===== config.mk =====
export PLATFORM = sky130hd
export DESIGN_NAME = phase_sequencer_flat
export DESIGN_NICKNAME = d
export VERILOG_FILES = /design/src/rtl/phase_sequencer_if.sv /design/src/rtl/phase_sequencer.sv /design/src/flat_wrapper.sv
export SDC_FILE = /design/constraint.sdc
export NUM_CORES = 1
export LEC_CHECK = 0
export CORE_MARGIN = 5
export CORE_UTILIZATION = 37
export DETAILED_ROUTE_END_ITERATION = 10
export PLACE_DENSITY = 0.79
export SYNTH_ARGS = -nofsm -noshare
export SYNTH_HDL_FRONTEND = slang
export SYNTH_SLANG_ARGS = --single-unit

===== constraint.sdc =====
create_clock -name clk -period 3.8 [get_ports clk]
set_input_delay 0.57 -clock clk [delete_from_list [all_inputs] [get_ports clk]]
set_output_delay 0.57 -clock clk [all_outputs]
set_load 0.02 [all_outputs]

===== src/rtl/phase_sequencer_if.sv =====
// Board-side bundle for phase_sequencer: keypad strobe, per-puzzle pulse and
// display buses in, puzzle enables and muxed board outputs back out.
// master = the side driving keypad and puzzle signals, slave = the sequencer.
interface phase_sequencer_if #(
  parameter int NUM_PUZZLES = 4
);
  logic                        key_valid;
  logic [3:0]                  key_value;
  logic [NUM_PUZZLES-1:0]      pz_clear;
  logic [NUM_PUZZLES-1:0]      pz_fail;
  logic [NUM_PUZZLES-1:0]      pz_correct;
  logic [32*NUM_PUZZLES-1:0]   pz_seg_data;
  logic [8*NUM_PUZZLES-1:0]    pz_led;
  logic [NUM_PUZZLES-1:0]      pz_enable;
  logic                        pz_key_valid;
  logic [31:0]                 seg_data;
  logic [7:0]                  led_out;
  logic [7:0]                  stability;
  logic [2:0]                  stage_idx;
  logic                        phase_win;
  logic                        phase_lose;

  modport master (
    output key_valid, key_value, pz_clear, pz_fail, pz_correct, pz_seg_data, pz_led,
    input  pz_enable, pz_key_valid, seg_data, led_out, stability, stage_idx,
           phase_win, phase_lose
  );

  modport slave (
    input  key_valid, key_value, pz_clear, pz_fail, pz_correct, pz_seg_data, pz_led,
    output pz_enable, pz_key_valid, seg_data, led_out, stability, stage_idx,
           phase_win, phase_lose
  );
endinterface


===== src/rtl/phase_sequencer.sv =====
// phase_sequencer: walks one phase of puzzles, enabling one slot at a time,
// keeping a stability score from the active slot's correct/fail pulses and
// ending in WIN (all slots cleared) or LOSE (stability exhausted).
// Optional feature macro: STABILITY_DECAY_EN (stability bleeds 1 point every
// DECAY_PERIOD cycles spent in RUN).
module phase_sequencer #(
  parameter int NUM_PUZZLES   = 4,
  parameter int STAB_INIT     = 100,
  parameter int STAB_MAX      = 100,
  parameter int FAIL_PENALTY  = 10,
  parameter int CORRECT_BONUS = 5,
  parameter int SHOW_CYCLES   = 50_000_000,
  parameter int DECAY_PERIOD  = 50_000_000
) (
  input  logic               clk,
  input  logic               rst,
  phase_sequencer_if.slave   bus
);

  typedef enum logic [2:0] {
    ST_IDLE,
    ST_RUN,
    ST_CLEAR_SHOW,
    ST_FAIL_SHOW,
    ST_WIN,
    ST_LOSE
  } state_t;

  localparam int              CNT_W      = (SHOW_CYCLES > 1) ? $clog2(SHOW_CYCLES) : 1;
  localparam logic [CNT_W-1:0] SHOW_LOAD = CNT_W'(SHOW_CYCLES - 1);
  localparam logic [8:0]      INIT9      = 9'(STAB_INIT);
  localparam logic [8:0]      MAX9       = 9'(STAB_MAX);
  localparam logic [8:0]      BONUS9     = 9'(CORRECT_BONUS);
  localparam logic [8:0]      PEN9       = 9'(FAIL_PENALTY);
  localparam logic [2:0]      LAST_STAGE = 3'(NUM_PUZZLES - 1);
  localparam logic [3:0]      KEY_HASH   = 4'd11;

  // Elaboration-time guards on the parameter ranges the datapath assumes.
  if (NUM_PUZZLES < 2 || NUM_PUZZLES > 8) begin : g_bad_num
    $error("phase_sequencer: NUM_PUZZLES must be 2..8");
  end
  if (SHOW_CYCLES < 1 || DECAY_PERIOD < 1) begin : g_bad_period
    $error("phase_sequencer: SHOW_CYCLES and DECAY_PERIOD must be >= 1");
  end
  if (STAB_MAX > 255 || STAB_INIT > STAB_MAX) begin : g_bad_stab
    $error("phase_sequencer: need STAB_INIT <= STAB_MAX <= 255");
  end

  state_t                 state_q, state_d;
  logic [7:0]             stab_q, stab_d;
  logic [2:0]             stage_q, stage_d;
  logic [CNT_W-1:0]       cnt_q, cnt_d;
  logic [NUM_PUZZLES-1:0] en_q, en_d;
  logic                   win_q, win_d;
  logic                   lose_q, lose_d;

  logic                   key_hash;
  logic                   act_clear, act_fail, act_correct;
  logic [31:0]            act_seg;
  logic [7:0]             act_led;
  logic [8:0]             sum9;
  logic                   decay_tick;

  assign key_hash = bus.key_valid && (bus.key_value == KEY_HASH);

  // Select the active slot's pulses and display data; other slots are ignored.
  always_comb begin
    act_clear   = 1'b0;
    act_fail    = 1'b0;
    act_correct = 1'b0;
    act_seg     = 32'h0;
    act_led     = 8'h0;
    for (int k = 0; k < NUM_PUZZLES; k++) begin
      if (stage_q == 3'(k)) begin
        act_clear   = bus.pz_clear[k];
        act_fail    = bus.pz_fail[k];
        act_correct = bus.pz_correct[k];
        act_seg     = bus.pz_seg_data[32*k +: 32];
        act_led     = bus.pz_led[8*k +: 8];
      end
    end
  end

`ifdef STABILITY_DECAY_EN
  localparam int               DCY_W    = (DECAY_PERIOD > 1) ? $clog2(DECAY_PERIOD) : 1;
  localparam logic [DCY_W-1:0] DCY_LAST = DCY_W'(DECAY_PERIOD - 1);

  logic [DCY_W-1:0] dcy_q, dcy_d;

  // Decay counter: held at 0 outside RUN so every entry to RUN starts fresh.
  always_comb begin
    dcy_d      = '0;
    decay_tick = 1'b0;
    if (state_q == ST_RUN) begin
      decay_tick = (dcy_q == DCY_LAST);
      dcy_d      = decay_tick ? '0 : dcy_q + 1'b1;
    end
  end

  // Decay counter register.
  always_ff @(posedge clk) begin
    if (rst) dcy_q <= '0;
    else     dcy_q <= dcy_d;
  end
`else
  assign decay_tick = 1'b0;
`endif

  // Next-state, stability update, show counter and registered-output decode.
  always_comb begin
    // NOTE: every signal driven here gets a default first, so no path through
    // the case statement can leave a value unassigned and infer a latch.
    state_d = state_q;
    stab_d  = stab_q;
    stage_d = stage_q;
    cnt_d   = cnt_q;
    sum9    = {1'b0, stab_q};

    unique case (state_q)
      ST_IDLE: begin
        if (key_hash) begin
          stab_d  = INIT9[7:0];
          stage_d = 3'd0;
          state_d = ST_RUN;
        end
      end

      ST_RUN: begin
        // Correct first, then fail; clear wins over fail and discards it.
        if (act_correct) begin
          sum9 = sum9 + BONUS9;
          if (sum9 > MAX9) sum9 = MAX9;
        end
        if (act_clear) begin
          state_d = ST_CLEAR_SHOW;
          cnt_d   = SHOW_LOAD;
        end else if (act_fail) begin
          sum9    = (sum9 >= PEN9) ? sum9 - PEN9 : 9'd0;
          state_d = (sum9 == 9'd0) ? ST_LOSE : ST_FAIL_SHOW;
          cnt_d   = SHOW_LOAD;
        end
        // Decay is applied after any pulse and can itself end the phase.
        if (decay_tick) begin
          if (sum9 != 9'd0) sum9 = sum9 - 9'd1;
          if (sum9 == 9'd0) state_d = ST_LOSE;
        end
        stab_d = sum9[7:0];
      end

      ST_CLEAR_SHOW: begin
        if (cnt_q == '0) begin
          if (stage_q == LAST_STAGE) begin
            state_d = ST_WIN;
          end else begin
            stage_d = stage_q + 3'd1;
            state_d = ST_RUN;
          end
        end else begin
          cnt_d = cnt_q - 1'b1;
        end
      end

      ST_FAIL_SHOW: begin
        if (cnt_q == '0) state_d = ST_RUN;
        else             cnt_d   = cnt_q - 1'b1;
      end

      ST_WIN, ST_LOSE: begin
        if (key_hash) state_d = ST_IDLE;
      end

      default: state_d = ST_IDLE;
    endcase

    // Registered outputs are decoded from the next state so they line up
    // with the state register.
    for (int k = 0; k < NUM_PUZZLES; k++) begin
      en_d[k] = (state_d == ST_RUN) && (stage_d == 3'(k));
    end
    win_d  = (state_d == ST_WIN);
    lose_d = (state_d == ST_LOSE);
  end

  // State and registered outputs; rst discards any pulse seen this cycle.
  always_ff @(posedge clk) begin
    // NOTE: sequential state uses non-blocking assignments so every register
    // samples the pre-edge values regardless of statement order.
    if (rst) begin
      state_q <= ST_IDLE;
      stab_q  <= INIT9[7:0];
      stage_q <= 3'd0;
      cnt_q   <= '0;
      en_q    <= '0;
      win_q   <= 1'b0;
      lose_q  <= 1'b0;
    end else begin
      state_q <= state_d;
      stab_q  <= stab_d;
      stage_q <= stage_d;
      cnt_q   <= cnt_d;
      en_q    <= en_d;
      win_q   <= win_d;
      lose_q  <= lose_d;
    end
  end

  // Board display mux: live puzzle data in RUN, fixed banners elsewhere.
  always_comb begin
    bus.seg_data = 32'hFFFF_FFFF;
    bus.led_out  = 8'h00;
    unique case (state_q)
      ST_IDLE:       begin bus.seg_data = 32'hFFFF_FFFF; bus.led_out = 8'h00; end
      ST_RUN:        begin bus.seg_data = act_seg;       bus.led_out = act_led; end
      ST_CLEAR_SHOW: begin bus.seg_data = 32'hCCCC_CCCC; bus.led_out = 8'hFF; end
      ST_FAIL_SHOW:  begin bus.seg_data = 32'hEEEE_EEEE; bus.led_out = 8'h00; end
      ST_WIN:        begin bus.seg_data = 32'h1111_1111; bus.led_out = 8'hFF; end
      ST_LOSE:       begin bus.seg_data = 32'h0000_0000; bus.led_out = 8'h00; end
      default:       begin bus.seg_data = 32'hFFFF_FFFF; bus.led_out = 8'h00; end
    endcase
  end

  assign bus.pz_key_valid = bus.key_valid && (state_q == ST_RUN);
  assign bus.pz_enable    = en_q;
  assign bus.stability    = stab_q;
  assign bus.stage_idx    = stage_q;
  assign bus.phase_win    = win_q;
  assign bus.phase_lose   = lose_q;

endmodule

===== src/flat_wrapper.sv =====
// flat-port wrapper written by rule: the top's interface ports become plain ports
module phase_sequencer_flat 
#(
  parameter int NUM_PUZZLES   = 4,
  parameter int STAB_INIT     = 100,
  parameter int STAB_MAX      = 100,
  parameter int FAIL_PENALTY  = 10,
  parameter int CORRECT_BONUS = 5,
  parameter int SHOW_CYCLES   = 50_000_000,
  parameter int DECAY_PERIOD  = 50_000_000
)
  (clk, rst, bus_key_valid, bus_key_value, bus_pz_clear, bus_pz_fail, bus_pz_correct, bus_pz_seg_data, bus_pz_led, bus_pz_enable, bus_pz_key_valid, bus_seg_data, bus_led_out, bus_stability, bus_stage_idx, bus_phase_win, bus_phase_lose);
  phase_sequencer_if #(.NUM_PUZZLES(NUM_PUZZLES)) bus_i ();
  input  logic clk;
  input  logic rst;
  input wire logic [$bits(bus_i.key_valid)-1:0] bus_key_valid;
  input wire logic [$bits(bus_i.key_value)-1:0] bus_key_value;
  input wire logic [$bits(bus_i.pz_clear)-1:0] bus_pz_clear;
  input wire logic [$bits(bus_i.pz_fail)-1:0] bus_pz_fail;
  input wire logic [$bits(bus_i.pz_correct)-1:0] bus_pz_correct;
  input wire logic [$bits(bus_i.pz_seg_data)-1:0] bus_pz_seg_data;
  input wire logic [$bits(bus_i.pz_led)-1:0] bus_pz_led;
  output wire logic [$bits(bus_i.pz_enable)-1:0] bus_pz_enable;
  output wire logic [$bits(bus_i.pz_key_valid)-1:0] bus_pz_key_valid;
  output wire logic [$bits(bus_i.seg_data)-1:0] bus_seg_data;
  output wire logic [$bits(bus_i.led_out)-1:0] bus_led_out;
  output wire logic [$bits(bus_i.stability)-1:0] bus_stability;
  output wire logic [$bits(bus_i.stage_idx)-1:0] bus_stage_idx;
  output wire logic [$bits(bus_i.phase_win)-1:0] bus_phase_win;
  output wire logic [$bits(bus_i.phase_lose)-1:0] bus_phase_lose;
  assign bus_i.key_valid = bus_key_valid;
  assign bus_i.key_value = bus_key_value;
  assign bus_i.pz_clear = bus_pz_clear;
  assign bus_i.pz_fail = bus_pz_fail;
  assign bus_i.pz_correct = bus_pz_correct;
  assign bus_i.pz_seg_data = bus_pz_seg_data;
  assign bus_i.pz_led = bus_pz_led;
  assign bus_pz_enable = bus_i.pz_enable;
  assign bus_pz_key_valid = bus_i.pz_key_valid;
  assign bus_seg_data = bus_i.seg_data;
  assign bus_led_out = bus_i.led_out;
  assign bus_stability = bus_i.stability;
  assign bus_stage_idx = bus_i.stage_idx;
  assign bus_phase_win = bus_i.phase_win;
  assign bus_phase_lose = bus_i.phase_lose;
  phase_sequencer #(.NUM_PUZZLES(NUM_PUZZLES), .STAB_INIT(STAB_INIT), .STAB_MAX(STAB_MAX), .FAIL_PENALTY(FAIL_PENALTY), .CORRECT_BONUS(CORRECT_BONUS), .SHOW_CYCLES(SHOW_CYCLES), .DECAY_PERIOD(DECAY_PERIOD)) u_core (.clk(clk), .rst(rst), .bus(bus_i));
endmodule

==> results.tsv, run 1 <==
metric	value	unit
clk_transition_reported_paths	0.06	ns
seq_area_frac_synth	0.206	
hold_violations	0	
critPathLaunch	u_core.bus.stability[2]	
clockBufferDepth	2	
hold_end	u_core.cnt_q[0]	
io_buffers	236	
p_seq_frac	0.321	
fillers	1124	
skew	0.00730	ns
avgSynthCellArea	6.97	um^2
antenna_left	0	
dieHeight	120	um
dp_slack	-0.0805	ns
syn_area	4460	um^2
cts_buffers	5	
path_buf_inv	2	
slowest_delay	0.52	ns
required	3.98	ns
wl_per_cell	19.8	um
cp_top_family	compound AO/OA/AOI/OAI gates	
start_kind	register	
final-seq-area	922	um^2
multiInputGateArea	3290	um^2
async_flop_share	0	
slew_headroom	0.368	
power.internal	1140	uW
yosysWarnings	0	
drive_gt1_frac	0.0763	
critPathArrivalTime	3.81	ns
hold_class	register to register	
synth.largest_area_cell	dfxtp_1	
start_util	0.375	
synth_edf_count	0	
crit_path_end_kind	register	
vdd_ir_drop_max	169	uV
max_freq	276	MHz
fp.dieW	120	um
utilization	0.611	
hold_depth	1	
slew_violations	0	
grt.overflow.total	0	
syn-instance-count	640	
drt_iter0_drc	448	
final_common_cell	clkdlybuf4s50_1	
drv_cap	0	
core-area	11900	um^2
crit_chain	buf_4 > a21o_1 > o41a_1 > nand2_1 > nand4_1 > a2bb2oi_1 > ha_1 > inv_1 > a2111oi_4 > or4b_1 > a31oi_1 > o211ai_2 > nor4_1	
track_usage	0.267	
hold_start	u_core.cnt_q[0]	
syn_nets	830	
dieArea	14400	um^2
hpwl	16.0	mm
cts_sinks	46	
period_needed	3.63	ns
grt_pass1_wl	30.8	mm
clkPwrFrac	0.254	
r2r-start	u_core.bus.stability[2]	
status	finished clean	
cp_max_fo	9	
regToRegSetupSlack	0.17	ns
synthTopCellsByArea	dfxtp_1 (21%), a21oi_1 (7.6%), a211oi_1 (7.4%)	
layout_common_cells	clkdlybuf4s50_1 (236), nor2_1 (79), a21oi_1 (68), o21ai_0 (56), dfxtp_1 (45)	
synth_top_area_frac	0.206	
finalSetupTns	0	ns
insertion_delay	0.29	ns
switchingPower	553	uW
layout_setup_ws	0.174	ns
rows	40	
path_class	register to register	
final_nets	1054	
p_sw_frac	0.327	
instances_no_fill	1013	
ys_ff_latch	46	
dr.pass1.iters	5	
p_leak	0.00264	uW
htree_levels	2	
hold_buffers	0	
grt_max_degree	83	
vias	5908	
ios	237	
pwr-share-comb	0.425	
cts_tree	built	
grt_pass1_vias	5745	
worst_pin_slew	0.938	ns
synth_cell_type_count	74	
power	1690	uW
root_buffer	clkbuf_16	
drc	0	
antenna_found_initial	2	
via_per_inst	5.83	
r2r_end	u_core.bus.pz_enable[3]	
syn_to_final_growth	63.1	%
r2r_cells	13	
setup_viol	0	
dp_cells	1004	
period_share	0.954	
wirelength	20.0	mm
post_cts_buffers	0	
cp_slowest_cell	or4b_1	
powerDensity	232	nW/um^2
place_congestion	0.920	
yosys_most_used_dff	dfxtp_1	
## registers in the layout (all words and copies together) (netlist names)
name	cells
u_core.state_q	3
u_core.bus.stage_idx	3
u_core.cnt_q	26
u_core.bus.phase_lose	1
u_core.bus.phase_win	1
u_core.bus.stability	8
u_core.bus.pz_enable	4
## synth_stat cells (6+ instances only)
cell and number:
a211oi_1 44, a21oi_1 68, a22oi_1 44, a311oi_1 8, a31oi_1 11, and2_1 7
buf_2 6, clkbuf_1 41, dfxtp_1 46, ha_1 11, inv_1 21, nand2_1 34
nand3_1 6, nor2_1 80, nor3_1 21, nor4_1 12, o21ai_0 57, or3_1 6
xnor2_1 16
## kinds of logic after synthesis
family,synth area share
fa+ha+maj,0.0308
buf+inv,0.0681
xor+xnor,0.0373
flops,0.206
mux,0.00477
simple gates,0.238
compound gates,0.414
## worst max-delay path by stage
stage          slack (ns)                      end  cells past startpoint
3_5_place_dp        -0.08     u_core.bus.phase_win                     13
5_1_grt             -0.02  u_core.bus.pz_enable[1]                     14
3_3_place_gp         0.03     u_core.bus.phase_win                     13
4_1_cts              0.03     u_core.bus.phase_win                     15
6_report             0.17  u_core.bus.pz_enable[3]                     13
2_1_floorplan        0.02     u_core.bus.phase_win                     15
## timing repair
item                                    4_1_cts  5_1_grt
hold endpoints to repair                      0        0
gates resized for setup                       0       10
endpoints found under the setup margin        0       10
## per-stage QoR
| stage | hold WS [ns] | area (um^2) |
|---|---|---|
| 2_1_floorplan | 0.440 | 4460 |
| 3_3_place_gp | 0.458 | 7100 |
| 3_5_place_dp | 0.477 | 7100 |
| 4_1_cts | 0.491 | 7240 |
| 5_1_grt | 0.509 | 7280 |
| 6_report | 0.496 | 7280 |
## power groups by stage
| stage | Clock [uW] | Combinational, uW | Sequential, uW |
|---|---|---|---|
| 6_report | 429 | 719 | 542 |
| 4_1_cts | 436 | 716 | 541 |
| 3_3_place_gp | 0 | 701 | 549 |
| 2_1_floorplan | 0 | 367 | 546 |
| 5_1_grt | 454 | 777 | 547 |
| 3_5_place_dp | 0 | 712 | 552 |
## per-layer routing
metal,track usage,vias to the layer above,wire length (um)
li1,-,2866,-
met4,0.110,2,824
met2,0.494,287,10400
met5,0,-,7
met1,0.294,2704,7220
met3,0.0575,49,1600
## area by class of cell
cell class              instances  area share
clock inverters                 2     0.00189
inverters                      21      0.0108
clock buffers                   6      0.0177
flip-flops and latches         46       0.127
diodes                          1    0.000344
multi-input cells             521       0.452
well taps                     147      0.0253
repair buffers                269       0.365
Power figures use the tool's default switching activity.
==> run 2: changes to the inputs <==
==> constraint.sdc (replaced) <==
create_clock -name clk -period 3.8 [get_ports clk]
set_input_delay 0.38 -clock clk [delete_from_list [all_inputs] [get_ports clk]]
set_output_delay 0.38 -clock clk [all_outputs]
set_load 0.02 [all_outputs]
==> run 2 against run 1 <==
Compared with the run above:
- via count grew 1.4%
- hold slack lost 0.0039 ns
- register-to-register slack gained 0.05 ns
- critical path depth shrank 3
- flip-flop and latch count is the same
- combinational power is essentially flat
- sequential power is essentially flat
- clock skew shrank 0.0017 ns
- maximum frequency shrank 0.13%
- total power grew 4.4%
- critical path type is now register to output pin
==> results.tsv, run 2 (synthesis results as in run 1) <==
metric	value	unit
drive_gt1_frac	0.0854	
slew_headroom	0.365	
final_nets	1056	
vias	5989	
dieHeight	120	um
cp_slowest_cell	clkdlybuf4s50_1	
switchingPower	564	uW
hold_violations	0	
hold_depth	1	
final_common_cell	clkdlybuf4s50_1	
required	3.42	ns
via_per_inst	5.89	
r2r_cells	13	
grt_pass1_wl	31.3	mm
core-area	11900	um^2
largest_register	u_core.cnt_q	
finalSetupTns	0	ns
largest_register_ff_count	26	
max_freq	275	MHz
cp_max_fo	40	
grt_max_degree	44	
utilization	0.618	
hpwl	16.3	mm
dieArea	14400	um^2
layout_common_cells	clkdlybuf4s50_1 (236), nor2_1 (79), a21oi_1 (68), o21ai_0 (56), dfxtp_1 (45)	
dr.pass1.iters	5	
track_usage	0.270	
status	finished clean	
vdd_ir_drop_max	212	uV
cts_sinks	46	
antenna_left	0	
hold_class	register to register	
critPathArrivalTime	3.25	ns
critPathLaunch	u_core.bus.stage_idx[1]	
root_buffer	clkbuf_16	
slowest_delay	0.67	ns
grt.overflow.total	0	
r2r_end	u_core.bus.phase_win	
antenna_found_initial	3	
period_share	0.955	
io_buffers	236	
grt_pass1_vias	5953	
multiInputGateArea	3350	um^2
start_util	0.375	
period_needed	3.63	ns
drt_iter0_drc	416	
crit_chain	inv_1 > ha_1 > buf_4 > nor3b_2 > buf_4 > a22oi_1 > a211oi_1 > a21oi_1 > o21ai_0 > clkdlybuf4s50_1	
syn_to_final_growth	65.0	%
drv_cap	0	
insertion_delay	0.29	ns
wirelength	20.1	mm
final-seq-area	922	um^2
hold_end	u_core.cnt_q[0]	
cts_tree	built	
worst_pin_slew	0.942	ns
slew_violations	0	
r2r-start	u_core.bus.stage_idx[0]	
regToRegSetupSlack	0.22	ns
fillers	1050	
rows	40	
pwr-share-comb	0.407	
p_seq_frac	0.307	
path_buf_inv	4	
crit_path_end_kind	output pin	
clk_transition_reported_paths	0.07	ns
ios	237	
hold_start	u_core.cnt_q[0]	
path_class	register to output pin	
drc	0	
skew	0.00559	ns
powerDensity	240	nW/um^2
p_leak	0.00265	uW
power.internal	1200	uW
setup_viol	0	
clockBufferDepth	2	
fp.dieW	120	um
place_congestion	0.940	
wl_per_cell	19.8	um
p_sw_frac	0.320	
cp_common_cell	buf_4	
clkPwrFrac	0.286	
cts_buffers	5	
start_kind	register	
fin_hold_ws	0.492	ns
htree_levels	2	
cp_top_family	buffers and inverters	
[run 2: cell type report]
| class | instances | area share |
|---|---|---|
| clock inverter | 3 | 0.00595 |
| multi-input combinational | 521 | 0.456 |
| antenna | 2 | 0.000680 |
| inverter | 21 | 0.0107 |
| timing repair buffer | 271 | 0.360 |
| sequential | 46 | 0.125 |
| clock buffer | 5 | 0.0170 |
| tap | 147 | 0.0250 |
[run 2: layer usage]
layer	GRT usage	share of wire
met5	0	0.00065
met4	0.102	0.041
met3	0.0622	0.069
met2	0.509	0.53
met1	0.290	0.36
[run 2: power by group through the flow]
stage	Clock [uW]	Sequential (uW)	Combinational, uW
after floorplan	0	546	367
after global placement	0	549	692
after detailed placement	0	552	708
after CTS	511	541	712
after global routing	527	546	778
final	504	542	718
[run 2: what timing repair did]
action                                  4_1_cts  5_1_grt
buffers inserted                              0        1
hold buffers                                  0        0
endpoints found under the setup margin        0       23
gates resized for setup                       0       20
[run 2: how the worst max path moves through the flow]
stage	end	slack, ns	cells past startpoint
after floorplan	u_core.bus.phase_win	0.02	15
after global placement	u_core.bus.phase_win	0.14	13
after detailed placement	u_core.bus.phase_win	0.09	14
after CTS	u_core.bus.phase_win	0.04	14
after global routing	u_core.bus.phase_win	-0.01	13
final	bus_seg_data[28]	0.17	10
[run 2: per-stage QoR]
stage               total power [uW]  instances  setup slack [ns]  instance area, um^2
finish                          1760       1016             0.170                 7360
global route                    1850       1016           -0.0109                 7360
CTS                             1760       1013            0.0356                 7250
detailed placement              1260       1005            0.0885                 7080
global placement                1240       1005             0.137                 7080
floorplan                        913        640            0.0177                 4460
